**src/rtl/coffee_change_dispenser_if.sv**
```systemverilog
// coffee_change_dispenser_if: request, hopper handshake, refill and status signals of the change dispenser
interface coffee_change_dispenser_if #(
   parameter int AMT_W = 4,
   parameter int INV_W = 6
);
   logic             req;
   logic [AMT_W-1:0] amount;
   logic             refill5;
   logic             refill10;
   logic             hopper_ack;
   logic             coin5_out;
   logic             coin10_out;
   logic             busy;
   logic             done;
   logic             short;
   logic [AMT_W-1:0] remaining;
   logic [INV_W-1:0] inv5;
   logic [INV_W-1:0] inv10;
   logic [2:0]       current_state;
   modport master (
      output req, amount, refill5, refill10, hopper_ack,
      input  coin5_out, coin10_out, busy, done, short, remaining, inv5, inv10, current_state
   );
   modport slave (
      input  req, amount, refill5, refill10, hopper_ack,
      output coin5_out, coin10_out, busy, done, short, remaining, inv5, inv10, current_state
   );
endinterface

```
**src/rtl/coffee_change_dispenser.sv**
```systemverilog
// coffee_change_dispenser: pays change from 10-coin then 5-coin hoppers, one hold-until-ack coin at a time.
// Optional CHANGE_TIMEOUT_EN: a coin unacked for ACK_TIMEOUT DISPENSE cycles aborts the payout to FAULT.
module coffee_change_dispenser #(
   parameter int AMT_W       = 4,
   parameter int INV_W       = 6,
   parameter int INIT_COIN5  = 8,
   parameter int INIT_COIN10 = 8
`ifdef CHANGE_TIMEOUT_EN
   , parameter int ACK_TIMEOUT = 15
`endif
) (
   input logic clk,
   input logic rst,
   coffee_change_dispenser_if.slave bus
);
   typedef enum logic [2:0] {
      IDLE     = 3'd0,
      SELECT   = 3'd1,
      DISPENSE = 3'd2,
      DONE     = 3'd3,
      FAULT    = 3'd4
   } state_t;
   state_t           state, state_nx;
   logic [AMT_W-1:0] remaining;
   logic [INV_W-1:0] inv5, inv10;
   logic             short_r, sel10, ack, dec5, dec10, pick10, timed_out;
   function automatic logic [INV_W-1:0] bump(input logic [INV_W-1:0] v, input logic inc, input logic dec);
      return (inc && !dec) ? (&v ? v : v + 1'b1) : (dec && !inc) ? v - 1'b1 : v;
   endfunction
   assign ack    = (state == DISPENSE) && bus.hopper_ack;
   assign dec10  = ack && sel10;
   assign dec5   = ack && !sel10;
   assign pick10 = (remaining >= AMT_W'(2)) && (inv10 != '0);
`ifdef CHANGE_TIMEOUT_EN
   logic [7:0] ack_wait;
   always_ff @(posedge clk)
      if (rst || state != DISPENSE) ack_wait <= '0;
      else if (!bus.hopper_ack) ack_wait <= ack_wait + 8'd1;
   assign timed_out = (state == DISPENSE) && !bus.hopper_ack && (ack_wait == 8'(ACK_TIMEOUT - 1));
`else
   assign timed_out = 1'b0;
`endif
   always_comb begin
      state_nx = IDLE;
      case (state)
         IDLE:     state_nx = bus.req ? ((bus.amount == '0) ? DONE : SELECT) : IDLE;
         SELECT:   state_nx = (pick10 || (remaining != '0 && inv5 != '0)) ? DISPENSE :
                              (remaining == '0) ? DONE : FAULT;
         DISPENSE: state_nx = ack ? SELECT : timed_out ? FAULT : DISPENSE;
         default:  state_nx = IDLE;
      endcase
   end
   always_ff @(posedge clk) begin
      if (rst) begin
         state     <= IDLE;
         remaining <= '0;
         short_r   <= 1'b0;
         sel10     <= 1'b0;
         inv5      <= INV_W'(INIT_COIN5);
         inv10     <= INV_W'(INIT_COIN10);
      end else begin
         state <= state_nx;
         if (state == IDLE && bus.req) begin
            remaining <= bus.amount;
            short_r   <= 1'b0;
         end else if (dec10) remaining <= remaining - AMT_W'(2);
         else if (dec5) remaining <= remaining - AMT_W'(1);
         // short rises on FAULT entry so it is already valid alongside the done pulse
         if (state_nx == FAULT) short_r <= 1'b1;
         if (state == SELECT) sel10 <= pick10;
         inv5  <= bump(inv5, bus.refill5, dec5);
         inv10 <= bump(inv10, bus.refill10, dec10);
      end
   end
   assign bus.coin5_out     = (state == DISPENSE) && !sel10;
   assign bus.coin10_out    = (state == DISPENSE) && sel10;
   assign bus.busy          = state != IDLE;
   assign bus.done          = (state == DONE) || (state == FAULT);
   assign bus.short         = short_r;
   assign bus.remaining     = remaining;
   assign bus.inv5          = inv5;
   assign bus.inv10         = inv10;
   assign bus.current_state = state;
endmodule
```
**src/flat_wrapper.sv**
```systemverilog
// flat-port wrapper written by rule: the top's interface ports become plain ports
module coffee_change_dispenser_flat 
#(
   parameter int AMT_W       = 4,
   parameter int INV_W       = 6,
   parameter int INIT_COIN5  = 8,
   parameter int INIT_COIN10 = 8

)
  (clk, rst, bus_req, bus_amount, bus_refill5, bus_refill10, bus_hopper_ack, bus_coin5_out, bus_coin10_out, bus_busy, bus_done, bus_short, bus_remaining, bus_inv5, bus_inv10, bus_current_state);
  coffee_change_dispenser_if #(.AMT_W(AMT_W), .INV_W(INV_W)) bus_i ();
  input logic clk;
  input logic rst;
  input wire logic [$bits(bus_i.req)-1:0] bus_req;
  input wire logic [$bits(bus_i.amount)-1:0] bus_amount;
  input wire logic [$bits(bus_i.refill5)-1:0] bus_refill5;
  input wire logic [$bits(bus_i.refill10)-1:0] bus_refill10;
  input wire logic [$bits(bus_i.hopper_ack)-1:0] bus_hopper_ack;
  output wire logic [$bits(bus_i.coin5_out)-1:0] bus_coin5_out;
  output wire logic [$bits(bus_i.coin10_out)-1:0] bus_coin10_out;
  output wire logic [$bits(bus_i.busy)-1:0] bus_busy;
  output wire logic [$bits(bus_i.done)-1:0] bus_done;
  output wire logic [$bits(bus_i.short)-1:0] bus_short;
  output wire logic [$bits(bus_i.remaining)-1:0] bus_remaining;
  output wire logic [$bits(bus_i.inv5)-1:0] bus_inv5;
  output wire logic [$bits(bus_i.inv10)-1:0] bus_inv10;
  output wire logic [$bits(bus_i.current_state)-1:0] bus_current_state;
  assign bus_i.req = bus_req;
  assign bus_i.amount = bus_amount;
  assign bus_i.refill5 = bus_refill5;
  assign bus_i.refill10 = bus_refill10;
  assign bus_i.hopper_ack = bus_hopper_ack;
  assign bus_coin5_out = bus_i.coin5_out;
  assign bus_coin10_out = bus_i.coin10_out;
  assign bus_busy = bus_i.busy;
  assign bus_done = bus_i.done;
  assign bus_short = bus_i.short;
  assign bus_remaining = bus_i.remaining;
  assign bus_inv5 = bus_i.inv5;
  assign bus_inv10 = bus_i.inv10;
  assign bus_current_state = bus_i.current_state;
  coffee_change_dispenser #(.AMT_W(AMT_W), .INV_W(INV_W), .INIT_COIN5(INIT_COIN5), .INIT_COIN10(INIT_COIN10)) u_core (.clk(clk), .rst(rst), .bus(bus_i));
endmodule
```
**config.mk**
```make
export PLATFORM = sky130hd
export DESIGN_NAME = coffee_change_dispenser_flat
export DESIGN_NICKNAME = d
export VERILOG_FILES = /design/src/rtl/coffee_change_dispenser_if.sv /design/src/rtl/coffee_change_dispenser.sv /design/src/flat_wrapper.sv
export SDC_FILE = /design/constraint.sdc
export NUM_CORES = 1
export LEC_CHECK = 0
export CORE_UTILIZATION = 53
export DETAILED_ROUTE_END_ITERATION = 6
export PLACE_DENSITY = 0.87
export SLEW_MARGIN = 20
export SYNTH_ARGS = -nofsm -noshare
export SYNTH_HDL_FRONTEND = slang
export SYNTH_SLANG_ARGS = --single-unit
```
**constraint.sdc**
```tcl
create_clock -name clk -period 4.1 [get_ports clk]
set_input_delay 0.82 -clock clk [delete_from_list [all_inputs] [get_ports clk]]
set_output_delay 0.82 -clock clk [all_outputs]
set_load 0.05 [all_outputs]
```
==> results of run 1 <==
==> Yosys cell counts (2+ instances only) <==
cell type and number:
mux2_1 2, nand3_1 2, a211oi_1 6, a21oi_1 14
nor4_1 4, nand2_1 7, inv_1 5, xor2_1 2
o21bai_1 2, xnor2_1 8, nor2b_1 4, a21o_1 4
mux2i_1 6, dfxtp_1 21, and2_1 2, nor2_1 28
nand4_1 2, o21ai_0 6, fa_1 2, nor3_1 2
a221oi_1 2, ha_1 13
==> cell families (layout without fill, tap and decap cells) <==
kind of cell | count (synthesis) | in the layout
DFF | 21 | 21
and+or+nand+nor | 59 | 59
muxes | 9 | 9
buffers and inverters | 10 | 45
xor gates and xnor gates | 10 | 10
AOI/OAI and AO/OA | 41 | 41
adders and majority gates | 15 | 15
==> critical path, delay by kind of cell <==
family          cells  cell delay (ns)
simple gates        3             0.85
compound gates      3             0.53
mux                 2             0.53
buf+inv             1             0.52
fa+ha+maj           1             0.29
==> power by group through the flow <==
stage               Sequential [mW]  Clock [mW]  Combinational [mW]
floorplan                     0.362           0               0.192
global placement              0.280           0               0.373
detailed placement            0.283           0               0.382
CTS                           0.278       0.103               0.385
global route                  0.284       0.111               0.415
finish                        0.279       0.105               0.385
==> state kept, by name, indices dropped and copies added (netlist names) <==
signal	cells
u_core.bus.short	1
u_core.bus.inv10	6
u_core.bus.current_state	3
u_core.sel10	1
u_core.bus.inv5	6
u_core.bus.remaining	4
==> metal layers <==
layer  track usage [%]  share of wire, %  up-vias
met5                 0                 0        -
met4              8.12               1.3        0
met3              2.82               4.4        5
met2              40.9                47       38
met1              31.0                47      616
li1                  -                 -      662
==> final cells by class <==
class / instances / area share (%)
repair buffers: 35 / 18.9
multi-input cells: 134 / 53.5
clock buffers: 4 / 1.43
flip-flops and latches: 21 / 23.0
inverters: 6 / 1.23
well taps: 30 / 2.05
==> worst paths after layout <==
check | endpoint | slack [ns] | cells after the start
worst max-delay path | u_core.bus.inv10[5] | 0.76 | 10
worst max register to register | u_core.bus.inv10[5] | 1.30 | 9
worst min-delay path | u_core.bus.short | 0.49 | 2
worst min register to register | u_core.bus.short | 0.49 | 2
==> metrics by stage <==
stage	total power, mW	utilization [%]
floorplan	0.554	-
global placement	0.654	71.6
global route	0.810	72.6
detailed placement	0.665	71.6
finish	0.768	72.6
CTS	0.767	72.6
==> flow_summary_export.csv, run 1 <==
group,metric,value,unit
timing,setup-violations-final,0,
clock_tree,cts.sinks,21,
clock_tree,clk-insertion-delay-late,0.31,ns
synth,synthMuxAreaShare,7.29,%
setup_path,rr_startpoint,"u_core.bus.current_state[1]",
die,pin_count,34,
grt,antenna_found_initial,0,
place,placed_area,1810,um2
status,status,"completed",
final_layout,diodes,0,
route,drt_pass1_iterations,4,
final_layout,instances_no_fill,230,
synth,ys.flop_type,"dfxtp_1",
setup_path,arrival,3.55,ns
die,die_area,2930,um2
synth,synth_top_cell_area_share,29.1,%
timing,fmax,299,MHz
clock_tree,hold_buffers,0,
place,portBuffers,33,
die,core_area,2520,um2
timing,period_needed,3.34,ns
timing,rsz0062_at_grt,"false",
route,post_drt_wl_per_cell,14.0,um
synth,synthAdderAreaFrac,14.1,%
final_layout,fin_nets,226,
clock_tree,cts_resized,0,
place,dp.cells,226,
route,viasPerCell,5.74,
setup_path,cp-end-kind,"register",
timing,fin_hold_ws,0.495,ns
clock_tree,cts_tree,"done",
clock_tree,h-tree-depth,1,
route,drc,0,
grt,grt_pass1_vias,1165,
grt,grt_pass1_wl,5.15,mm
place,place.detailed.hpwl,2.47,mm
timing,report.final.slew_viol_count,0,
power,clkPwrFrac,13.6,%
final_layout,drive_gt1_share,6.00,%
synth,ys_async_sr_fraction,0,%
synth,ys_seq_area_share,29.1,%
route,vias,1321,
route,antenna_left,0,
die,dieWidth,54.2,um
grt,grt_overflow_total,0,
setup_path,slowest_stage,"clkdlybuf4s50_1",
clock_tree,path_clk_slew,0.12,ns
synth,synth_nets,190,
die,die_y,54.2,um
power,power.leakage,0.736,nW
power,p_int,426,uW
final_layout,final_common_cell,"clkdlybuf4s50_1",
synth,post_synth.cell_area_avg,8.74,um2
final_layout,multi_input_area,980,um2
clock_tree,cts_buffers,3,
timing,fin_crit_sh,81.5,%
power,seqPwrFrac,36.3,%
synth,synthDistinctLibCells,43,
setup_path,start_kind,"primary input",
setup_path,path_cells,"clkdlybuf4s50_1, nand4bb_1, or2_4, nand2_1, ha_1, a211oi_1, o21bai_1, a21oi_1, mux2i_1, mux2_1",
final_layout,synthToLayoutAreaGrowth,27.0,%
place,gp_congestion,0.877,
synth,synth_compound_area_share,19.9,%
setup_path,crit_required,4.31,ns
timing,fin_skew,0.00535,ns
timing,finalSetupTns,0,ns
grt,grt_use_total,24.0,%
synth,synth_edf_count,0,
power,vdd_drop_max,0.313,mV
synth,synth-seq-cells,21,
power,swShare,44.5,%
run,cap_violations,0,
final_layout,fillerInstances,207,
timing,worst_pin_slew,0.903,ns
timing,slew_headroom,39.6,%
power,p_sw,342,uW
clock_tree,ctsRootBufferMaster,"clkbuf_4",
synth,yosys_warnings,0,
setup_path,path_max_fanout,5,
final_layout,final_cell_mix,"33 x clkdlybuf4s50_1, 28 x nor2_1, 21 x dfxtp_1, 14 x a21oi_1, 13 x ha_1",
grt,grt_max_degree,24,
setup_path,critPathKind,"primary input to register",
route,wirelength,3.22,mm
final_layout,seqCellArea,420,um2
die,num_rows,18,
power,pwr_density_cell,419,nW/um2
synth,synth_top_family_by_area,"simple AND/OR/NAND/NOR gates",
synth,synth_area_leaders,"dfxtp_1 29%, ha_1 11%, nor2_1 7.3%",
synth,synth_top_cell_by_area,"dfxtp_1",
worst_hold_path,hold_start,"u_core.bus.short",
clock_tree,cts.path.max_buffers,2,
timing,final.setup.worst_slack,0.757,ns
power,share_comb_of_total_power,50.1,%
setup_path,startpoint,"bus_hopper_ack",
final_layout,stdcell_area,1830,um2
clock_tree,cts_setup_buffers,0,
synth,syn_area,1440,um2
setup_path,cpPeakStageDelay,0.52,ns
synth,synthSimpleGateAreaFrac,20.6,%
die,start_util,57.2,%
worst_hold_path,worst_hold_path_type,"register to register",
timing,hold_violations,0,
synth,syn_inst,165,
route,drt_iter0_drc,23,
synth,synth_xor_area_share,6.07,%
place,pre_cts_slack,0.451,ns
(Power assumes the default switching activity.)
==> run 2: changes to the inputs <==
--- a/config.mk
+++ b/config.mk
@@ -5,9 +5,9 @@
 export SDC_FILE = /design/constraint.sdc
 export NUM_CORES = 1
 export LEC_CHECK = 0
-export CORE_UTILIZATION = 53
+export CORE_UTILIZATION = 45
 export DETAILED_ROUTE_END_ITERATION = 6
-export PLACE_DENSITY = 0.87
+export PLACE_DENSITY = 0.79
 export SLEW_MARGIN = 20
 export SYNTH_ARGS = -nofsm -noshare
 export SYNTH_HDL_FRONTEND = slang
==> constraint.sdc (replaced) <==
create_clock -name clk -period 2.7 [get_ports clk]
set_input_delay 0.54 -clock clk [delete_from_list [all_inputs] [get_ports clk]]
set_output_delay 0.54 -clock clk [all_outputs]
set_load 0.05 [all_outputs]
==> run 2 against run 1 <==
Die area is 17% higher. Total power is 61% higher. Combinational power is 70% higher. Via count is 9.5% higher. Register-to-register slack worse by 0.99 ns. First-iteration DRC count is 130% higher. Worst hold slack worse by 0.025 ns. Non-clock buffer count is 19 higher. Sequential cell count stayed put. Cell area is 11% higher. Clock skew is 0.0024 ns lower. Cell count is 14% higher. Critical endpoint is now u_core.bus.inv5[5].
==> flow_summary_export.csv, run 2 (same netlist as run 1, synthesis figures left out) <==
group,metric,value,unit
setup_path,cp-end-kind,"register",
status,status,"completed",
timing,report.final.slew_viol_count,0,
die,num_rows,20,
timing,hold_violations,0,
final_layout,fin_nets,245,
setup_path,arrival,2.84,ns
setup_path,r2r_slack,0.31,ns
final_layout,diodes,0,
clock_tree,hold_buffers,0,
setup_path,crit_required,2.91,ns
final_layout,seqCellArea,422,um2
final_layout,final_cell_mix,"33 x clkdlybuf4s50_1, 28 x nor2_1, 21 x buf_4, 20 x dfxtp_1, 14 x a21oi_1",
clock_tree,h-tree-depth,1,
route,drt_iter0_drc,53,
clock_tree,cts_tree,"done",
route,wirelength,3.69,mm
worst_hold_path,worstHoldPathCells,2,
clock_tree,cts_buffers,3,
power,vdd_drop_max,0.343,mV
final_layout,fillerInstances,267,
run,cap_violations,0,
route,drc,0,
grt,antenna_found_initial,0,
clock_tree,ctsRootBufferMaster,"clkbuf_4",
route,drt_pass1_iterations,4,
grt,grt_overflow_total,0,
timing,fin_skew,0.00298,ns
final_layout,multi_input_area,1010,um2
grt,grt_pass1_wl,5.96,mm
route,post_drt_wl_per_cell,14.0,um
clock_tree,path_clk_slew,0.12,ns
final_layout,reg_top3,"u_core.bus.inv10 (6), u_core.bus.inv5 (6), u_core.bus.remaining (4)",
setup_path,start_kind,"primary input",
clock_tree,cts_setup_buffers,0,
place,gp_congestion,0.876,
place,place.detailed.hpwl,2.85,mm
grt,grt_max_degree,16,
setup_path,worst_r2r_endpoint,"u_core.bus.inv5[5]",
die,start_util,47.3,%
setup_path,reg2reg_depth,9,
final_layout,synthToLayoutAreaGrowth,40.5,%
timing,setup-violations-final,0,
clock_tree,clk-insertion-delay-late,0.31,ns
power,pwr_density_cell,611,nW/um2
setup_path,critPathKind,"primary input to register",
worst_hold_path,min_delay_worst_endpoint,"u_core.bus.short",
place,placed_area,1970,um2
timing,fmax,381,MHz
setup_path,path_max_fanout,2,
clock_tree,cts.sinks,21,
worst_hold_path,worst_hold_path_type,"register to register",
die,pin_count,34,
die,die_y,58.6,um
timing,period_needed,2.62,ns
clock_tree,cts.path.max_buffers,2,
grt,grt_use_total,22.5,%
power,power.leakage,0.832,nW
timing,fin_hold_ws,0.470,ns
timing,worst_pin_slew,0.592,ns
route,vias,1446,
die,dieWidth,58.6,um
die,core_area,3050,um2
worst_hold_path,hold_start,"u_core.bus.short",
timing,fin_crit_sh,97.2,%
final_layout,drive_gt1_share,16.9,%
final_layout,final_common_cell,"clkdlybuf4s50_1",
timing,slew_headroom,60.4,%
place,portBuffers,33,
final_layout,stdcell_area,2030,um2
die,die_area,3440,um2
route,antenna_left,0,
grt,grt_pass1_vias,1387,
setup_path,rr_startpoint,"u_core.bus.current_state[2]",
route,viasPerCell,5.50,
==> run 2: worst max-delay path, cell delays in order <==
cell and delay [ns]:
clkdlybuf4s50_1 0.49, nand4bb_1 0.15, buf_4 0.17, o21ai_2 0.13
ha_1 0.28, a211oi_2 0.24, o21bai_1 0.10, a21oi_1 0.18
mux2i_1 0.23, mux2_1 0.33
==> run 2: power breakdown <==
group | switching, mW | leakage [nW] | internal (mW)
clock network | 0.103 | 0.0150 | 0.0578
logic | 0.372 | 0.643 | 0.283
registers | 0.0686 | 0.174 | 0.353
==> run 2: routing by layer <==
metal,up-vias,global-route usage (%),routed length (um)
met1,689,27.8,1600
li1,701,-,-
met4,0,12.2,53
met5,-,0,0
met3,6,1.32,156
met2,50,39.1,1880
==> run 2: timing repair <==
item | CTS | global route
resized for setup | 1 | 6
pin swaps | 0 | 3
cloned | 0 | 0
setup endpoints to repair | 1 | 2
==> run 2: per-stage QoR <==
step           cells  setup WS, ns  setup TNS [ns]  util [%]  total power, mW
2_1_floorplan    165        0.0136               0         -            0.842
3_3_place_gp     259        -0.250          -0.637      64.4             1.04
3_5_place_dp     259        -0.371          -0.951      64.4             1.07
4_1_cts          263      0.000918               0      65.5             1.23
5_1_grt          263       -0.0171         -0.0171      66.4             1.32
6_report         263        0.0753               0      66.4             1.24
==> run 2: area by class of cell <==
| type | instances | share of cell area, % |
|---|---|---|
| sequential | 21 | 20.8 |
| clock buffer | 4 | 1.30 |
| tap | 44 | 2.72 |
| multi-input combinational | 134 | 50.0 |
| timing repair buffer | 54 | 24.1 |
| inverter | 6 | 1.11 |
==> run 2: worst max path at each step <==
stage                                           start                   to  slack [ns]  depth (start not counted)
after detailed placement               bus_hopper_ack  u_core.bus.inv10[5]       -0.37                         10
after CTS                              bus_hopper_ack  u_core.bus.inv10[5]      0.0009                         10
after global placement                 bus_hopper_ack  u_core.bus.inv10[5]       -0.25                         10
final                                  bus_hopper_ack   u_core.bus.inv5[5]        0.08                         10
after floorplan           u_core.bus.current_state[2]   u_core.bus.inv5[5]        0.01                          9
after global routing                   bus_hopper_ack   u_core.bus.inv5[5]       -0.02                         10
==> run 3: changes to the inputs <==
--- a/config.mk
+++ b/config.mk
@@ -5,9 +5,10 @@
 export SDC_FILE = /design/constraint.sdc
 export NUM_CORES = 1
 export LEC_CHECK = 0
+export ABC_AREA = 1
 export CORE_UTILIZATION = 45
 export DETAILED_ROUTE_END_ITERATION = 6
-export PLACE_DENSITY = 0.79
+export PLACE_DENSITY = 0.78
 export SLEW_MARGIN = 20
 export SYNTH_ARGS = -nofsm -noshare
 export SYNTH_HDL_FRONTEND = slang
==> run 3 against run 2 <==
Sequential cell count is the same. Die area grew 6.1%. First-iteration DRC count grew 47%. Cell area shrank 3.9%. Critical path depth shrank 5. Cell count grew 14%. Maximum frequency grew 3.1%. Register-to-register slack gained 0.25 ns. Critical path type is now register to primary output.
==> flow_summary_export.csv, run 3 <==
group,metric,value,unit
timing,finalSetupTns,0,ns
clock_tree,clk-insertion-delay-late,0.31,ns
route,drt_pass1_iterations,4,
timing,rsz0062_at_grt,"false",
power,seqPwrFrac,36.1,%
clock_tree,path_clk_slew,0.12,ns
setup_path,crit_required,2.16,ns
route,post_drt_wl_per_cell,11.3,um
synth,synthMuxAreaShare,0,%
clock_tree,h-tree-depth,1,
power,p_sw,506,uW
synth,yosys_warnings,0,
route,wirelength,3.39,mm
final_layout,instances_no_fill,299,
synth,yosysMostFrequentCell,"nand2_1",
synth,synth_area_leaders,"dfxtp_1 27%, nand2_1 11%, ha_1 11%",
route,drt_iter0_drc,78,
synth,post_synth.cell_area_avg,7.04,um2
setup_path,arrival,2.01,ns
synth,synth_top_cell_area_share,27.4,%
setup_path,start_kind,"register",
timing,fmax,393,MHz
setup_path,cp-end-kind,"primary output",
synth,synth_top_cell_by_area,"dfxtp_1",
route,top_layer_used,"met4",
power,vdd_drop_max,0.265,mV
synth,ys_async_sr_fraction,0,%
route,antenna_left,0,
synth,synth_compound_area_share,15.4,%
synth,synthSimpleGateAreaFrac,30.4,%
status,status,"completed",
synth,synth_edf_count,0,
power,share_comb_of_total_power,49.6,%
final_layout,fin_nets,281,
die,die_area,3650,um2
timing,slew_headroom,66.5,%
clock_tree,hold_buffers,0,
synth,synth-seq-cells,21,
final_layout,final_common_cell,"nand2_1",
final_layout,reg_top3,"u_core.bus.inv10 (6), u_core.bus.inv5 (6), u_core.bus.remaining (4)",
place,place.detailed.hpwl,2.64,mm
clock_tree,cts.path.max_buffers,2,
run,cap_violations,0,
power,p_int,612,uW
route,wl_met1,1.72,mm
final_layout,diodes,0,
clock_tree,cts_tree,"done",
timing,hold_violations,0,
route,drc,0,
place,portBuffers,33,
die,dieWidth,60.4,um
place,dp.cells,295,
grt,grt_use_total,20.9,%
grt,grt_max_degree,15,
timing,setup-violations-final,0,
final_layout,final_cell_mix,"45 x nand2_1, 33 x clkdlybuf4s50_1, 25 x nor2_1, 23 x inv_1, 21 x dfxtp_1",
grt,grt_pass1_wl,5.71,mm
clock_tree,cts_setup_buffers,0,
die,start_util,48.7,%
route,wl_met2,1.53,mm
route,wl_met3,106,um
final_layout,synthToLayoutAreaGrowth,27.0,%
die,core_area,3150,um2
power,p_total,1.12,mW
synth,ys_seq_area_share,27.4,%
route,vias,1510,
synth,synth_nets,243,
power,clkPwrFrac,14.3,%
timing,fin_crit_sh,94.3,%
die,die_y,60.4,um
timing,report.final.slew_viol_count,0,
clock_tree,cts_resized,0,
grt,antenna_found_initial,0,
die,pin_count,34,
clock_tree,cts_buffers,3,
power,swShare,45.3,%
die,num_rows,20,
setup_path,path_max_fanout,3,
final_layout,fillerInstances,307,
route,viasPerCell,5.05,
synth,synth_top_family_by_area,"simple AND/OR/NAND/NOR gates",
synth,syn_inst,218,
synth,syn_area,1530,um2
timing,worst_pin_slew,0.502,ns
power,power.leakage,0.878,nW
synth,synthAdderAreaFrac,13.2,%
setup_path,critPathKind,"register to primary output",
timing,fin_skew,0.00213,ns
final_layout,post-route-util,61.8,%
setup_path,slowest_stage,"clkdlybuf4s50_1",
synth,synthDistinctLibCells,34,
setup_path,path_cells,"inv_2, nand2_1, inv_1, a211oi_1, clkdlybuf4s50_1",
clock_tree,cts.sinks,21,
timing,period_needed,2.55,ns
grt,grt_overflow_total,0,
synth,ys.flop_type,"dfxtp_1",
synth,synthTopCellsByCount,"45 x nand2_1, 25 x nor2_1, 23 x inv_1",
worst_hold_path,worst_hold_path_type,"register to register",
synth,synth_xor_area_share,5.14,%
setup_path,cpPeakStageDelay,0.84,ns
clock_tree,ctsRootBufferMaster,"clkbuf_4",
final_layout,drive_gt1_share,9.80,%
grt,grt_pass1_vias,1283,
place,gp_congestion,0.817,
power,pwr_density_cell,574,nW/um2
[run 3: final timing paths]
| check | slack, ns | cells after the start | from | to |
|---|---|---|---|---|
| worst max-delay path | 0.15 | 5 | u_core.bus.current_state[1] | bus_done |
| worst min-delay path | 0.48 | 2 | u_core.bus.short | u_core.bus.short |
| worst max register to register | 0.56 | 14 | u_core.sel10 | u_core.bus.inv5[5] |
| worst min register to register | 0.48 | 2 | u_core.bus.short | u_core.bus.short |
[run 3: cell type report]
cell class              instances  area (um2)  share of cell area (%)
flip-flops and latches         21         420                    21.6
well taps                      44        55.1                    2.83
inverters                      29         109                    5.59
multi-input cells             165         985                    50.5
repair buffers                 36         353                    18.1
clock buffers                   4        26.3                    1.35
[run 3: critical path, delay by kind of cell (launching register included)]
kind / cells / cell delay [ns]
DFF: 1 / 0.44
and+or+nand+nor: 1 / 0.08
buffers and inverters: 3 / 0.97
AOI/OAI and AO/OA: 1 / 0.20
[run 3: kinds of logic (layout without fill, tap and decap cells)]
| group | Yosys count | count (layout) |
|---|---|---|
| and+or+nand+nor | 99 | 99 |
| adders and majority gates | 15 | 15 |
| xor gates and xnor gates | 9 | 9 |
| DFF | 21 | 21 |
| AOI/OAI and AO/OA | 42 | 42 |
| buffers and inverters | 32 | 69 |
[run 3: power by group through the flow]
stage               clock network (mW)  registers [mW]  logic [mW]
global route                     0.174           0.410       0.611
global placement                     0           0.409       0.544
CTS                              0.161           0.403       0.555
finish                           0.160           0.404       0.554
floorplan                            0           0.519       0.289
detailed placement                   0           0.410       0.551
[run 3: layer usage]
layer / GRT usage, % / up-vias
li1: - / 791
met1: 29.7 / 685
met2: 32.3 / 30
met3: 2.77 / 4
met4: 7.64 / 0
met5: 0 / -
[run 3: metrics by stage]
| step | worst slack [ns] | hold slack (ns) | cell area (um2) |
|---|---|---|---|
| final | 0.154 | 0.482 | 1950 |
| after detailed placement | 0.0964 | 0.459 | 1920 |
| after CTS | 0.150 | 0.481 | 1950 |
| after floorplan | 0.0181 | 0.585 | 1530 |
| after global placement | 0.137 | 0.460 | 1920 |
| after global routing | 0.0798 | 0.495 | 1950 |
